[config.mk]
export PLATFORM = sky130hd
export DESIGN_NAME = multicycle_ctrl_flat
export DESIGN_NICKNAME = d
export VERILOG_FILES = /design/src/rtl/multicycle_ctrl_if.sv /design/src/rtl/multicycle_ctrl.sv /design/src/flat_wrapper.sv
export SDC_FILE = /design/constraint.sdc
export NUM_CORES = 1
export LEC_CHECK = 0
export ABC_AREA = 0
export ABC_CLOCK_PERIOD_IN_PS = 3260
export CORE_MARGIN = 2
export CORE_UTILIZATION = 52
export DETAILED_ROUTE_END_ITERATION = 10
export PLACE_DENSITY = 0.83
export REMOVE_ABC_BUFFERS = 1
export SLEW_MARGIN = 25
export SYNTH_ARGS = -nofsm -noshare
export SYNTH_HDL_FRONTEND = slang
export SYNTH_SLANG_ARGS = --single-unit
[constraint.sdc]
create_clock -name clk -period 3.26 [get_ports clk]
set_input_delay 0.815 -clock clk [delete_from_list [all_inputs] [get_ports clk]]
set_output_delay 0.815 -clock clk [all_outputs]
set_load 0.01 [all_outputs]
[src/rtl/multicycle_ctrl_if.sv]
// rtl/multicycle_ctrl_if.sv - control/status bundle between the multicycle sequencer and the datapath
`timescale 1ns/1ps
interface multicycle_ctrl_if;
  logic       run;
  logic [2:0] opcode;
  logic       mem_ready;
  logic       PCWrite;
  logic       PCSrc;
  logic       IorD;
  logic       IRWrite;
  logic       MemRead;
  logic       MemWrite;
  logic       MemtoReg;
  logic       RegDst;
  logic       RegWrite;
  logic       ALUSrc;
  logic [1:0] ALUOp;
  logic [2:0] state;
  logic       instr_done;
  logic       illegal;
  logic       bus_err;

  modport master (
    output run, opcode, mem_ready,
    input  PCWrite, PCSrc, IorD, IRWrite, MemRead, MemWrite, MemtoReg,
    input  RegDst, RegWrite, ALUSrc, ALUOp, state, instr_done, illegal, bus_err
  );

  modport slave (
    input  run, opcode, mem_ready,
    output PCWrite, PCSrc, IorD, IRWrite, MemRead, MemWrite, MemtoReg,
    output RegDst, RegWrite, ALUSrc, ALUOp, state, instr_done, illegal, bus_err
  );
endinterface

[src/rtl/multicycle_ctrl.sv]
// rtl/multicycle_ctrl.sv - multicycle FETCH/DECODE/EXEC/MEM/WB sequencer for the 8-bit processor
`timescale 1ns/1ps
module multicycle_ctrl #(
  parameter int MEM_TIMEOUT = 15,
  parameter int CNT_W       = 8
) (
  input logic              clk,
  input logic              reset,
  multicycle_ctrl_if.slave bus
);

  typedef enum logic [2:0] {
    S_IDLE   = 3'd0,
    S_FETCH  = 3'd1,
    S_DECODE = 3'd2,
    S_EXEC   = 3'd3,
    S_MEM    = 3'd4,
    S_WB     = 3'd5
  } state_t;

  localparam logic [2:0] OP_LW   = 3'd0;
  localparam logic [2:0] OP_SW   = 3'd1;
  localparam logic [2:0] OP_ADD  = 3'd2;
  localparam logic [2:0] OP_ADDI = 3'd3;
  localparam logic [2:0] OP_SUB  = 3'd4;
  localparam logic [2:0] OP_JMP  = 3'd5;

  // Last wait count at which a still-pending access is declared timed out
  localparam logic [CNT_W-1:0] W_LAST = CNT_W'(MEM_TIMEOUT - 1);

  state_t           r_state;
  state_t           w_next;
  logic [2:0]       r_op;
  logic [CNT_W-1:0] r_wait_cnt;
  logic             r_bus_err;
  logic             w_mem_state;
  logic             w_timeout;
  logic             w_cnt_clr;
  logic             w_done;

  // A memory access is pending in FETCH and MEM; it times out when the budget is spent without mem_ready
  assign w_mem_state = (r_state == S_FETCH) || (r_state == S_MEM);
  assign w_timeout   = w_mem_state && !bus.mem_ready && (r_wait_cnt == W_LAST);
  // Any state change (which covers entry to FETCH/MEM) or a completed access restarts the count
  assign w_cnt_clr   = bus.mem_ready || w_timeout || (w_next != r_state);

  assign bus.state   = r_state;
  assign bus.bus_err = r_bus_err;

  // State register; reset aborts any instruction in flight
  always_ff @(posedge clk) begin
    if (reset) begin
      r_state <= S_IDLE;
    end else begin
      r_state <= w_next;
    end
  end

  // Opcode latch in DECODE and sticky bus-error flag
  always_ff @(posedge clk) begin
    if (reset) begin
      r_op      <= 3'd0;
      r_bus_err <= 1'b0;
    end else begin
      if (r_state == S_DECODE) begin
        r_op <= bus.opcode;
      end
      if (w_timeout) begin
        r_bus_err <= 1'b1;
      end
    end
  end

  // Memory wait counter, advancing only while an access is outstanding
  always_ff @(posedge clk) begin
    if (reset) begin
      r_wait_cnt <= '0;
    end else if (w_cnt_clr) begin
      r_wait_cnt <= '0;
    end else if (w_mem_state) begin
      r_wait_cnt <= r_wait_cnt + CNT_W'(1);
    end
  end

  // Next-state and control strobes, decoded from state, latched opcode and mem_ready
  always_comb begin
    w_next         = r_state;
    w_done         = 1'b0;
    bus.PCWrite    = 1'b0;
    bus.PCSrc      = 1'b0;
    bus.IorD       = 1'b0;
    bus.IRWrite    = 1'b0;
    bus.MemRead    = 1'b0;
    bus.MemWrite   = 1'b0;
    bus.MemtoReg   = 1'b0;
    bus.RegDst     = 1'b0;
    bus.RegWrite   = 1'b0;
    bus.ALUSrc     = 1'b0;
    bus.ALUOp      = 2'b00;
    bus.illegal    = 1'b0;
    case (r_state)
      S_IDLE: begin
        if (bus.run && !r_bus_err) begin
          w_next = S_FETCH;
        end
      end
      S_FETCH: begin
        bus.MemRead = 1'b1;
        if (bus.mem_ready) begin
          bus.IRWrite = 1'b1;
          bus.PCWrite = 1'b1;
          w_next      = S_DECODE;
        end else if (w_timeout) begin
          w_next = S_IDLE;
        end
      end
      S_DECODE: begin
        // op_q is not loaded yet, so the live opcode decides this cycle
        if (bus.opcode == OP_JMP) begin
          bus.PCWrite = 1'b1;
          bus.PCSrc   = 1'b1;
          w_done      = 1'b1;
        end else if (bus.opcode[2:1] == 2'b11) begin
          bus.illegal = 1'b1;
          w_done      = 1'b1;
        end else begin
          w_next = S_EXEC;
        end
      end
      S_EXEC: begin
        bus.ALUOp  = (r_op == OP_SUB) ? 2'b10 : 2'b00;
        bus.ALUSrc = (r_op == OP_LW) || (r_op == OP_SW) || (r_op == OP_ADDI);
        w_next     = ((r_op == OP_LW) || (r_op == OP_SW)) ? S_MEM : S_WB;
      end
      S_MEM: begin
        bus.IorD     = 1'b1;
        bus.ALUSrc   = 1'b1;
        bus.MemRead  = (r_op == OP_LW);
        bus.MemWrite = (r_op == OP_SW);
        if (bus.mem_ready) begin
          if (r_op == OP_SW) begin
            w_done = 1'b1;
          end else begin
            w_next = S_WB;
          end
        end else if (w_timeout) begin
          w_next = S_IDLE;
        end
      end
      S_WB: begin
        bus.RegWrite = 1'b1;
        w_done       = 1'b1;
        if (r_op == OP_LW) begin
          bus.MemtoReg = 1'b1;
        end else if (r_op == OP_ADDI) begin
          bus.ALUSrc = 1'b1;
        end else if ((r_op == OP_ADD) || (r_op == OP_SUB)) begin
          bus.RegDst = 1'b1;
          bus.ALUOp  = (r_op == OP_SUB) ? 2'b10 : 2'b00;
        end
      end
      default: begin
        w_next = S_IDLE;
      end
    endcase
    if (w_done) begin
      w_next = bus.run ? S_FETCH : S_IDLE;
    end
    bus.instr_done = w_done;
  end

endmodule

[src/flat_wrapper.sv]
// flat-port wrapper written by rule: the top's interface ports become plain ports
module multicycle_ctrl_flat 
#(
  parameter int MEM_TIMEOUT = 15,
  parameter int CNT_W       = 8
)
  (clk, reset, bus_run, bus_opcode, bus_mem_ready, bus_PCWrite, bus_PCSrc, bus_IorD, bus_IRWrite, bus_MemRead, bus_MemWrite, bus_MemtoReg, bus_RegDst, bus_RegWrite, bus_ALUSrc, bus_ALUOp, bus_state, bus_instr_done, bus_illegal, bus_bus_err);
  multicycle_ctrl_if bus_i ();
  input logic clk;
  input logic reset;
  input wire logic [$bits(bus_i.run)-1:0] bus_run;
  input wire logic [$bits(bus_i.opcode)-1:0] bus_opcode;
  input wire logic [$bits(bus_i.mem_ready)-1:0] bus_mem_ready;
  output wire logic [$bits(bus_i.PCWrite)-1:0] bus_PCWrite;
  output wire logic [$bits(bus_i.PCSrc)-1:0] bus_PCSrc;
  output wire logic [$bits(bus_i.IorD)-1:0] bus_IorD;
  output wire logic [$bits(bus_i.IRWrite)-1:0] bus_IRWrite;
  output wire logic [$bits(bus_i.MemRead)-1:0] bus_MemRead;
  output wire logic [$bits(bus_i.MemWrite)-1:0] bus_MemWrite;
  output wire logic [$bits(bus_i.MemtoReg)-1:0] bus_MemtoReg;
  output wire logic [$bits(bus_i.RegDst)-1:0] bus_RegDst;
  output wire logic [$bits(bus_i.RegWrite)-1:0] bus_RegWrite;
  output wire logic [$bits(bus_i.ALUSrc)-1:0] bus_ALUSrc;
  output wire logic [$bits(bus_i.ALUOp)-1:0] bus_ALUOp;
  output wire logic [$bits(bus_i.state)-1:0] bus_state;
  output wire logic [$bits(bus_i.instr_done)-1:0] bus_instr_done;
  output wire logic [$bits(bus_i.illegal)-1:0] bus_illegal;
  output wire logic [$bits(bus_i.bus_err)-1:0] bus_bus_err;
  assign bus_i.run = bus_run;
  assign bus_i.opcode = bus_opcode;
  assign bus_i.mem_ready = bus_mem_ready;
  assign bus_PCWrite = bus_i.PCWrite;
  assign bus_PCSrc = bus_i.PCSrc;
  assign bus_IorD = bus_i.IorD;
  assign bus_IRWrite = bus_i.IRWrite;
  assign bus_MemRead = bus_i.MemRead;
  assign bus_MemWrite = bus_i.MemWrite;
  assign bus_MemtoReg = bus_i.MemtoReg;
  assign bus_RegDst = bus_i.RegDst;
  assign bus_RegWrite = bus_i.RegWrite;
  assign bus_ALUSrc = bus_i.ALUSrc;
  assign bus_ALUOp = bus_i.ALUOp;
  assign bus_state = bus_i.state;
  assign bus_instr_done = bus_i.instr_done;
  assign bus_illegal = bus_i.illegal;
  assign bus_bus_err = bus_i.bus_err;
  multicycle_ctrl #(.MEM_TIMEOUT(MEM_TIMEOUT), .CNT_W(CNT_W)) u_core (.clk(clk), .reset(reset), .bus(bus_i));
endmodule
# After elaboration in Yosys (flattened, before gate mapping)
# Index checks and enable logic that the tools add are counted.
classes:
  n_addsub: 1
  mul: 0
  n_div: 0
  order_cmp: 0
  eq_ne: 13
  n_shift: 0
  mux: 41
  bitwise: 0
  n_reduce_logical: 14
ops:
  columns: ["operator", "count"]
  rows:
  - ["$mux 3", 8]
  - ["$mux 1", 23]
  - ["$pmux 3 s6", 1]
  - ["$eq 3x2->1 const B", 4]
  - ["$eq 3x3->1 const B", 4]
  - ["$add 8x1->8 const B", 1]
  - ["$eq 8x4->1 const B", 1]
  - ["$mux 2", 4]
  - ["$eq 3x1->1 const B", 2]
  - ["$logic_not 3->1", 2]
  - ["$logic_or 1x1->1", 6]
  - ["$pmux 1 s3", 2]
  - ["$pmux 1 s2", 2]
  - ["$pmux 2 s2", 1]
  - ["$logic_and 1x1->1", 3]
  - ["$ne 3x3->1", 1]
  - ["$eq 2x2->1 const B", 1]
  - ["$logic_not 1->1", 2]
  - ["$reduce_or 2->1", 1]
totals:
  regBits: 15
  latchBits: 0
  ramBits: 0
  mem_bits_ro: 0
  in_bits: 7
  out_inout_bits: 18
  word_cells: 73
  mem_count: 0

# Depth between registers and ports, before layout
logic_depth:
  depth_word: 11
  depth_mapped: 8
  ltp_nobuf: 7

# Worst setup path after synthesis
# Ideal clock, no wire load.
synth_path:
  kind: "input-to-output"
  start: "input bus_opcode[2]"
  end: "output bus_PCWrite"
  arrival_time_ns: 1.434
  required_time_ns: 2.445
  setup_slack_ns: 1.011
  stages: 3
  path_buffers: 0
  path_cell_list: "nand2_1 > nor3b_1 > or2_2"
synth_via:
  elab_chain_cells: 3
synth_rtl:
  columns: ["item", "line", "rtl"]
  rows:
  - ["start, declared", "flat_wrapper.sv:12", "input wire logic [$bits(bus_i.opcode)-1:0] bus_opcode;"]
  - ["$eq 3x3->1", "multicycle_ctrl.sv:119", "if (bus.opcode == OP_JMP) begin"]
  - ["$mux 1", "multicycle_ctrl.sv:119", null]
  - ["$pmux 1 s2", "multicycle_ctrl.sv:101", "case (r_state)"]
  - ["end, declared", "flat_wrapper.sv:14", "output wire logic [$bits(bus_i.PCWrite)-1:0] bus_PCWrite;"]
# No other way between the ends.

# Worst setup path after layout
layout_path:
  start: "input bus_mem_ready"
  end: "output bus_instr_done"
layout_via:
  elab_chain_cells: 2
layout_rtl:
  columns: ["item", "line", "rtl"]
  rows:
  - ["start, declared", "flat_wrapper.sv:13", "input wire logic [$bits(bus_i.mem_ready)-1:0] bus_mem_ready;"]
  - ["$mux 1", "multicycle_ctrl.sv:140", "if (bus.mem_ready) begin"]
  - ["$pmux 1 s3", "multicycle_ctrl.sv:101", null]
  - ["end, declared", "flat_wrapper.sv:26", "output wire logic [$bits(bus_i.instr_done)-1:0] bus_instr_done;"]
# No other way between the ends.

==> flow_summary_export.csv <==
group,metric,value,unit
clocking,htree_levels,1,
finish,finalNetCount,155,
sta,min_period,3160,ps
pwr,ir_drop,0.000320,V
finish,syn_to_final_growth,26.2,%
synthesis,post-synth-top-area-fraction,29.3,%
detailed_routing,drt-initial-drc-count,20,
sta,tns,0,ps
detailed_routing,finalWirelength,2270,µm
detailed_routing,drtPass1Iterations,4,
synthesis,synthTopCellsByCount,"dfxtp_1 (15), nand2_1 (13), a21oi_1 (10)",
pwr,powerDensity,338,mW/mm²
synthesis,synthMuxAreaShare,0,%
clocking,cts_buffers,3,
pwr,leakagePower,0.000433,µW
worst_setup_path,critPathMaxFanout,3,
job,max_cap_viol_count,0,
synthesis,synth_fa_ha_area_share,2.44,%
synthesis,synth_top_family_by_area,"simple AND/OR/NAND/NOR gates",
sta,post-route-period-util,96.8,%
worst_setup_path,cp_data_arrival_time,2340,ps
place,placed_cells,168,
synthesis,synth_area,0.00102,mm²
sta,finalHoldViolCount,0,
sta,grt_setup_unrepaired,"false",
synthesis,synthTopCellsByArea,"dfxtp_1 (29%), a211oi_2 (9.8%), a21oi_1 (4.9%)",
synthesis,netlist-cell-type-count,45,
detailed_routing,vias,951,
synthesis,syn_inst,123,
grt,grt_usage,20.8,%
worst_setup_path,crit_path_start_kind,"primary input",
finish,drive_gt1_share,15.2,%
place,post-dp-hpwl,1750,µm
floorplanning,die_w,48.4,µm
synthesis,ys_ff_latch,15,
grt,antenna_found_initial,0,
clocking,clockBufferDepth,2,
grt,grt_max_degree,17,
synthesis,synth_area_per_cell,8.32,µm²
clocking,clk_pin_slew,90,ps
sta,fin_skew,6.06,ps
synthesis,synth_edf_count,0,
worst_setup_path,crit_required,2440,ps
worst_setup_path,cp-end-kind,"output pin",
grt,grt_pass1_wl,3950,µm
detailed_routing,drc,0,
finish,final_cell_count_no_fill,172,
floorplanning,die_area,0.00234,mm²
place,portBuffers,23,
synthesis,synth.yosys.seq_area_share,29.3,%
clocking,ctsRootBufferMaster,"clkbuf_4",
detailed_routing,drtAntennaViolNets,0,
synthesis,yosysTopAreaCell,"dfxtp_1",
floorplanning,initial_core_util,53.8,%
synthesis,synthArstFlopShare,0,%
clocking,cts_tree,"done",
status,status,"complete, no violations",
detailed_routing,viasPerCell,5.53,
sta,fmax,0.317,GHz
synthesis,yosys.area_share.simple,28.7,%
synthesis,synth_compound_area_share,24.8,%
floorplanning,io_pins,25,
synthesis,ys.flop_type,"dfxtp_1",
worst_hold_path,hold_path.class,"reg2reg",
worst_setup_path,criticalPathCategory,"in2out",
place,gp_congestion,0.849,
clocking,clock_latency,290,ps
floorplanning,rows,16,
synthesis,synth_xor_xnor_area_share,7.70,%
sta,finalSetupViolCount,0,
grt,gr-total-overflow,0,
sta,final_max_slew_viol_count,0,
grt,grt_pass1_vias,868,
clocking,cts_sinks,15,
floorplanning,fp.dieH,48.4,µm
floorplanning,coreArea,0.00190,mm²
synthesis,yosysMostFrequentCell,"dfxtp_1",
synthesis,synth_warnings,0,
finish,antenna_cells,0,
detailed_routing,wl_per_cell,13.2,µm
flip-flops by register name (all words and copies together) (netlist names):
signal and cells:
u_core.bus.bus_err 1, u_core.r_op 3, u_core.r_wait_cnt 8, u_core.bus.state 3
layout make-up:
type | count | area (µm²)
Inverter | 3 | 11.3
Multi-Input combinational cell | 96 | 658
Tap cell | 27 | 33.8
Fill cell | 162 | 611
Clock inverter | 1 | 5.00
Sequential cell | 15 | 300
Clock buffer | 3 | 22.5
Timing Repair Buffer | 27 | 260
layer usage:
layer | up-vias | track usage (%) | share of wire, %
met5 | - | 0 | 0
met4 | 0 | 5.71 | 0.84
met3 | 3 | 2.47 | 4.3
met2 | 26 | 34.7 | 45
met1 | 434 | 28.6 | 50
li1 | 488 | - | -
critical path: stages:
cell,delay (ps)
clkdlybuf4s50_1,510
a31o_2,180
nand2_1,60
o22ai_1,200
clkdlybuf4s50_1,580
where the power goes:
part	switching, µW	leakage [µW]	internal [µW]	total [µW]
sequential	10.8	0.000121	189	200
clock	57.5	0.0000177	45.6	103
combinational	74.1	0.000294	58.8	133
total	142	0.000433	294	436
through the flow:
stage / cell area [µm²] / util [%] / hold WS, ps / total power (µW) / setup slack [ps]
detailed placement: 1260 / 66.3 / 484 / 336 / 123
CTS: 1290 / 67.8 / 507 / 438 / 120
global placement: 1260 / 66.3 / 494 / 333 / 131
floorplan: 967 / - / 501 / 282 / 854
finish: 1290 / 67.9 / 509 / 436 / 104
global route: 1290 / 67.9 / 562 / 463 / 2.73
placed cells by master (no fill, tap or decap), types with 2 or more instances in the layout:
cell             count
nor3_1               2
and3_1               2
nor4_1               2
xor2_1               5
buf_4                4
o21ai_0              3
nand2_1             13
a21oi_1             10
nor4b_1              2
nand4_1              2
ha_1                 2
clkbuf_4             3
xnor2_1              4
inv_1                2
nor3b_1              2
nor2b_1              5
a211oi_2             8
nand2b_1             3
clkdlybuf4s50_1     23
nor2_1               7
nand3_1              2
dfxtp_1             15
cells by family (layout without fill, tap and decap cells):
kind of cell | Yosys count | in the layout
other | 1 | 1
AND/OR/NAND/NOR | 52 | 52
buffers and inverters | 12 | 34
AO/OA/AOI/OAI | 32 | 32
adder cells (fa/ha/maj) | 2 | 2
XOR/XNOR | 9 | 9
flip-flops | 15 | 15
worst paths after layout:
kind / slack, ps / cells after the start / startpoint / endpoint
worst max-delay path: 100 / 5 / bus_mem_ready / bus_instr_done
worst min register to register: 510 / 2 / u_core.bus.bus_err$_SDFFE_PP0P_ / u_core.bus.bus_err$_SDFFE_PP0P_
worst min-delay path: 510 / 2 / u_core.bus.bus_err$_SDFFE_PP0P_ / u_core.bus.bus_err$_SDFFE_PP0P_
worst max register to register: 890 / 6 / u_core.bus.state[2]$_SDFF_PP0_ / u_core.r_wait_cnt[7]$_SDFFE_PP0N_
what timing repair did:
item,in CTS,in global routing
endpoints found under the setup margin,0,1
hold buffers,0,0
setup buffers,0,0
gates resized for setup,0,1
Note: power is estimated with default switching activity, not from simulation.
